**config.mk**
```make
export PLATFORM = sky130hd
export DESIGN_NAME = ifu_prefetch
export DESIGN_NICKNAME = d
export VERILOG_FILES = /design/src/rtl/ifu_prefetch.sv
export SDC_FILE = /design/constraint.sdc
export NUM_CORES = 1
export LEC_CHECK = 0
export ABC_CLOCK_PERIOD_IN_PS = 7280
export BUFFER_PORTS_ARGS = -buffer_cell sky130_fd_sc_hd__buf_2
export CAP_MARGIN = 20
export CORE_ASPECT_RATIO = 0.5
export CORE_MARGIN = 10
export CORE_UTILIZATION = 54
export DETAILED_ROUTE_END_ITERATION = 10
export PLACE_DENSITY_LB_ADDON = 0.08
export SLEW_MARGIN = 30
export SYNTH_ARGS = -nofsm -noshare
export SYNTH_HDL_FRONTEND = slang
export SYNTH_SLANG_ARGS = --single-unit
```
**constraint.sdc**
```tcl
create_clock -name clk -period 7.28 [get_ports clk]
set_clock_uncertainty 0.15 [all_clocks]
set_input_delay 0.728 -clock clk [delete_from_list [all_inputs] [get_ports clk]]
set_output_delay 0.728 -clock clk [all_outputs]
set_load 0.01 [all_outputs]
```
**src/rtl/ifu_prefetch.sv**
```systemverilog
// ifu_prefetch: owns the fetch PC, issues imem word requests, buffers in-order responses for decode.
// Optional IFU_ALIGN_CHECK_EN: a misaligned redirect target sets a sticky fetch_fault and halts fetch.
module ifu_prefetch #(
  parameter logic [31:0] RESET_PC = 32'h8000_0000,
  parameter int unsigned DEPTH    = 4
) (
  input  logic        clk,
  input  logic        rst,
  output logic        imem_req_valid,
  input  logic        imem_req_ready,
  output logic [31:0] imem_req_addr,
  input  logic        imem_rsp_valid,
  input  logic [31:0] imem_rsp_data,
  output logic        inst_valid,
  input  logic        inst_ready,
  output logic [31:0] inst_pc,
  output logic [31:0] inst_data,
  input  logic        redirect_valid,
  input  logic [31:0] redirect_pc,
  input  logic        halt_req,
  output logic        halted,
  output logic        fetch_fault
);

  localparam int unsigned PW = $clog2(DEPTH);
  localparam int unsigned CW = PW + 1;
  localparam int unsigned SW = CW + 1;

  typedef enum logic [1:0] {ST_RUN, ST_DRAIN, ST_HALT} state_e;

  typedef struct packed {
    logic [31:0] pc;
    logic [31:0] data;
  } entry_t;

  state_e        state_q, state_d;
  logic [31:0]   fetch_pc_q, fetch_pc_d;
  logic [CW-1:0] out_q, out_d;
  logic [CW-1:0] disc_q, disc_d;
  logic [CW-1:0] cnt_q, cnt_d, cnt_pop;
  logic [SW-1:0] reserved;
  entry_t        fifo_q [DEPTH];
  entry_t        fifo_d [DEPTH];
  logic [31:0]   pcq_q  [DEPTH];
  logic [PW-1:0] pcq_wr_q, pcq_rd_q;
  logic          req_valid_q, req_valid_d;
  logic          inst_valid_q, inst_valid_d;
  logic          halted_q, halted_d;
  logic          fault_q, fault_d;
  logic          req_hs, rsp_drop, push, pop, bad_target;

`ifdef IFU_ALIGN_CHECK_EN
  assign bad_target = redirect_valid && (redirect_pc[1:0] != 2'b00);
`else
  logic unused_lsb;
  assign bad_target = 1'b0;
  assign unused_lsb = ^redirect_pc[1:0];
`endif

  assign req_hs   = req_valid_q && imem_req_ready;
  assign pop      = inst_valid_q && inst_ready;
  assign rsp_drop = imem_rsp_valid && (disc_q != '0);
  assign push     = imem_rsp_valid && !rsp_drop && !redirect_valid;

  // Datapath next state: counters, shift FIFO (head at index 0), redirect flush.
  always_comb begin
    fifo_d     = fifo_q;
    out_d      = out_q + CW'(req_hs) - CW'(imem_rsp_valid);
    disc_d     = rsp_drop ? disc_q - CW'(1) : disc_q;
    fetch_pc_d = req_hs ? fetch_pc_q + 32'd4 : fetch_pc_q;
    fault_d    = fault_q;
    cnt_pop    = cnt_q - CW'(pop);
    cnt_d      = cnt_pop;
    if (pop) begin
      for (int unsigned i = 0; i < DEPTH - 1; i++) begin
        fifo_d[PW'(i)] = fifo_q[PW'(i + 1)];
      end
    end
    if (push) begin
      fifo_d[PW'(cnt_pop)].pc   = pcq_q[pcq_rd_q];
      fifo_d[PW'(cnt_pop)].data = imem_rsp_data;
      cnt_d                     = cnt_pop + CW'(1);
    end
    // Everything still in flight after this cycle is stale.
    if (redirect_valid) begin
      cnt_d      = '0;
      disc_d     = out_d;
      fetch_pc_d = {redirect_pc[31:2], 2'b00};
      fault_d    = fault_q || bad_target;
    end
  end

  // Control FSM next state and registered-output next values.
  always_comb begin
    state_d = state_q;
    unique case (state_q)
      ST_RUN:   if (disc_d != '0) state_d = ST_DRAIN;
      ST_DRAIN: if (disc_d == '0) state_d = ST_RUN;
      ST_HALT:  if (!halt_req && !fault_d) state_d = (disc_d != '0) ? ST_DRAIN : ST_RUN;
      default:  state_d = ST_RUN;
    endcase
    if (halt_req || fault_d) state_d = ST_HALT;

    reserved     = SW'(cnt_d) + SW'(out_d);
    req_valid_d  = (state_d != ST_HALT) && (reserved < SW'(DEPTH));
    inst_valid_d = (cnt_d != '0);
    halted_d     = halt_req && (out_d == '0);
  end

  always_ff @(posedge clk or posedge rst) begin
    if (rst) begin
      state_q      <= ST_RUN;
      fetch_pc_q   <= RESET_PC;
      out_q        <= '0;
      disc_q       <= '0;
      cnt_q        <= '0;
      pcq_wr_q     <= '0;
      pcq_rd_q     <= '0;
      req_valid_q  <= 1'b0;
      inst_valid_q <= 1'b0;
      halted_q     <= 1'b0;
      fault_q      <= 1'b0;
    end else begin
      state_q      <= state_d;
      fetch_pc_q   <= fetch_pc_d;
      out_q        <= out_d;
      disc_q       <= disc_d;
      cnt_q        <= cnt_d;
      pcq_wr_q     <= pcq_wr_q + PW'(req_hs);
      pcq_rd_q     <= pcq_rd_q + PW'(imem_rsp_valid);
      req_valid_q  <= req_valid_d;
      inst_valid_q <= inst_valid_d;
      halted_q     <= halted_d;
      fault_q      <= fault_d;
    end
  end

  // Payload storage needs no reset; validity is tracked by the counters above.
  always_ff @(posedge clk) begin
    fifo_q <= fifo_d;
    if (req_hs) pcq_q[pcq_wr_q] <= fetch_pc_q;
  end

  assign imem_req_valid = req_valid_q;
  assign imem_req_addr  = fetch_pc_q;
  assign inst_valid     = inst_valid_q;
  assign inst_pc        = fifo_q[0].pc;
  assign inst_data      = fifo_q[0].data;
  assign halted         = halted_q;
  assign fetch_fault    = fault_q;

endmodule
```
==> results.md <==
- Antenna violations before repair: 0
- # DRC: 0
- Mean post-synth cell area: between 10 and 15 µm²
- Die Y: about 140 µm
- Ys Warns: 0
- CTS tree: built
- Core Region: 30500 µm²
- DR WL/cell: around 18 µm
- Final ANT Viol Nets: 0
- Worst r2r dst: fifo_q[87]
- Worst path slowest cell: nand2_4
- Logic pwr share: between 20 and 30%
- RSZ-0062 raised after global routing: false
- Worst slew pin tran: between 900 and 1000 ps
- First-pass GRT wire length: ~60000 µm
- Worst setup EP type: flip-flop
- Crit-path max cell delay: between 600 and 700 ps
- Sw Share: about a third
- R2r worst-path depth: 10
- Vias per inst: ~5.6
- Root Buffer: clkbuf_16
- CP Data Arrival Time: between 4000 and 5000 ps
- Fmax achieved: 219 MHz
- EDFF count, synth: 182
- Clk Latency, worst-skew pair: around 530 ps
- Minimum clock period: 4560 ps
- Status: finished, final reports clean
- Die W: approximately 270 µm
- Seq/Total Area, Yosys: roughly 62%
- Max cap viols: 0
- Setup tns final: 0 ps
- Main flop type after synthesis: dfxtp_1
- Final setup vio count: 0
- Critical Path RT: 7570 ps
- Clk sinks: 420
- Post-CTS sizing: 0
- GRT overflow: 0
- Synthesized flop and latch total: between 400 and 500
- Num CTS Buffers: 38
- Instance count of the mapped netlist: 1602
- GRT Overall Usage: a little under a fifth
- Power Internal: between 4 and 5 mW
- Rows: 45
- Layout area overhead: 10.8%
- Vias: 11700
- Routed WL: 37200 µm
- Initial Util: 55.1%
- Crit path max-delay family: simple AND/OR/NAND/NOR gates
- Postcts setup bufs: 0
- Critical path buffers and inverters: 3
- Nets@finish: between 1500 and 2000
- LEAKAGE: between 7 and 8 nW
- CP Max Fanout: 122
- N_diodes: 0
- Largest net degree at the start of global routing: 123
- Synth Cell Area: approximately 17000 µm²
- Worst min-delay path class: input port to async pin
- Longest Clk Path Bufs: 3
- Flop pwr share: about 48%
- Die area: 39000 µm²
- Drt pass-1 iters: 5
- Clk pwr share: a little over a quarter
- R2R setup slack: 2720 ps
- Finished Cell Area: between 15000 and 20000 µm²
- I/O pin count: about 170
- CTS clk-pin slew, worst paths: ~60 ps
- Post-CTS Hold Fix Bufs: 0
- Pwr dens: ~390 nW/µm²
- GPL Wtd Cong: 0.772
- Fin. Hold Viols: 0
- Initial drt markers: ~1200
- Reg-to-Reg Start: inst_valid
- Non-Filler Instances: ~2100
- HPWL after detailed placement: roughly 23000 µm
- Async SR Flop Fraction: between 10% and 20%
- Slew Viols, Final: 0
- Crit path kind: flip-flop to flip-flop
- # fillers: approximately 2500
- H-tree Lvls: 2
- CP Cell Sequence: nand2_4 > inv_6 > ha_1 > ha_1 > inv_1 > ha_1 > nand2_4 > buf_4 > nor2_1 > a31oi_1
- Period utilisation layout: between 60% and 70%
- Vias in the first global route: roughly 11000
- Layout cells sized above 1: roughly 17%
- VDD IR max: about 0.17 mV
- Distinct cell type count after synthesis: between 40 and 50
- Sw power: roughly 2.3 mW
- DP Cell Count: just over 2000
- Most used cell, CP: ha_1
- Area post-placement: approximately 17000 µm²
- IO buf count: between 150 and 200
- CP Launch Type: flip-flop
- Max-slew headroom: just under 40%
-- power groups by stage --
stage / clock (mW) / combinational [mW] / sequential [mW]
finish: 1.92 / 1.84 / 3.50
CTS: 1.98 / 1.86 / 3.51
detailed placement: 0 / 1.85 / 3.56
floorplan: 0 / 1.54 / 3.39
global placement: 0 / 1.78 / 3.52
global route: 2.08 / 2.06 / 3.58
-- cell usage in the layout (no fill, tap or decap), types with 3 or more instances in the layout --
master / Yosys / routed
buf_2: 11 / 165
clkbuf_1: 69 / 13
nor4_1: 4 / 4
clkbuf_8: 0 / 8
inv_1: 15 / 13
nand2_4: 0 / 3
or4_1: 12 / 12
and3_1: 11 / 10
o31ai_1: 10 / 10
o21ai_0: 8 / 8
dfxtp_1: 192 / 192
ha_1: 15 / 15
clkbuf_16: 0 / 39
buf_4: 67 / 8
o21ai_1: 10 / 10
mux4_2: 30 / 30
dfrtp_1: 45 / 44
nand2_1: 419 / 415
conb_1: 1 / 3
nor2_1: 204 / 203
nand4_1: 9 / 9
inv_6: 0 / 3
xnor2_1: 10 / 10
and4_1: 3 / 3
a31oi_1: 200 / 200
and2_1: 4 / 3
xor2_1: 8 / 8
clkinv_2: 0 / 6
or3_1: 5 / 5
edfxtp_1: 182 / 182
a21oi_1: 4 / 4
nand3_1: 9 / 9
-- per-layer routing --
| layer | global-route usage, % | vias to the layer above | wire length, µm |
|---|---|---|---|
| li1 | - | 5631 | - |
| met1 | 26.2 | 5652 | 17200 |
| met2 | 30.3 | 356 | 17100 |
| met3 | 3.72 | 44 | 2460 |
| met4 | 4.38 | 0 | 497 |
| met5 | 0 | - | 0 |
-- metrics by stage --
| step | util (%) | hold slack (ps) | setup WS [ps] | power (mW) |
|---|---|---|---|---|
| after floorplan | - | 275 | 3150 | 4.93 |
| after detailed placement | 57.1 | 298 | 2420 | 5.40 |
| after global placement | 57.0 | 289 | 2260 | 5.30 |
| after CTS | 60.9 | 228 | 2680 | 7.34 |
| after global routing | 61.1 | 233 | 2350 | 7.73 |
| final | 61.1 | 175 | 2720 | 7.27 |
-- how the worst max path moves through the flow --
stage                     from           to  slack, ps  depth (start not counted)
floorplan           inst_ready    fifo_q[0]       3150                          9
global placement    inst_ready   fifo_q[24]       2260                          9
detailed placement  inst_ready  fifo_q[171]       2420                         10
CTS                 inst_valid  fifo_q[171]       2680                          9
global route        inst_valid   fifo_q[69]       2350                         10
finish              inst_valid   fifo_q[87]       2720                         10
-- area by class of cell --
type,count,area [µm²],share of cell area (%)
Clock buffer,60,1130,6.09
Clock inverter,9,50.0,0.269
Inverter,16,66.3,0.356
Multi-Input combinational cell,1001,5460,29.3
Sequential cell,420,10500,56.2
Tap cell,423,529,2.84
Timing Repair Buffer,175,925,4.96
-- sequential cells by signal, summed over array words and instances (netlist names), 2 cells and up --
signal         count
fifo_q           190
pcq_q            120
inst_data         32
inst_pc           32
imem_req_addr     30
cnt_q              3
disc_q             3
out_q              3
pcq_rd_q           2
pcq_wr_q           2
-- kinds of logic (layout without fill, tap and decap cells) --
logic type	after synthesis	in the layout	share of synthesized area, %
AOI/OAI and AO/OA	239	239	8.89
xor gates and xnor gates	19	19	1.08
adders and majority gates	16	16	1.23
buffers and inverters	183	260	5.75
DFF	420	420	62.2
muxes	34	34	4.27
other	1	3	0.0223
and+or+nand+nor	690	690	16.6
-- worst register-to-register path, cell delays in order (launching register included) --
cell	delay, ps
dfrtp_1	480
nand2_4	680
inv_6	570
ha_1	420
ha_1	350
inv_1	90
ha_1	210
nand2_4	600
buf_4	610
nor2_1	130
a31oi_1	170
-- cells in the mapped netlist (3+ instances only) --
master,n,area [µm²]
o21ai_1,10,50.1
edfxtp_1,182,5470
xor2_1,8,70.1
and3_1,11,68.8
and4_1,3,26.3
mux4_2,30,676
or3_1,5,31.3
o31ai_1,10,75.1
nor3_1,3,15.0
ha_1,15,188
o21ai_0,8,40.0
dfxtp_1,192,3840
buf_1,18,67.6
buf_4,67,503
buf_2,11,55.1
nand3_1,9,45.0
and2_1,4,25.0
a31oi_1,200,1250
clkbuf_1,69,259
xnor2_1,10,87.6
inv_1,15,56.3
nor4_1,4,25.0
or4_1,12,90.1
nor2_1,204,766
dfrtp_1,45,1130
nand2_1,419,1570
nand4_1,9,56.3
a21oi_1,4,20.0
No activity file was read; power rests on OpenSTA's default activity.
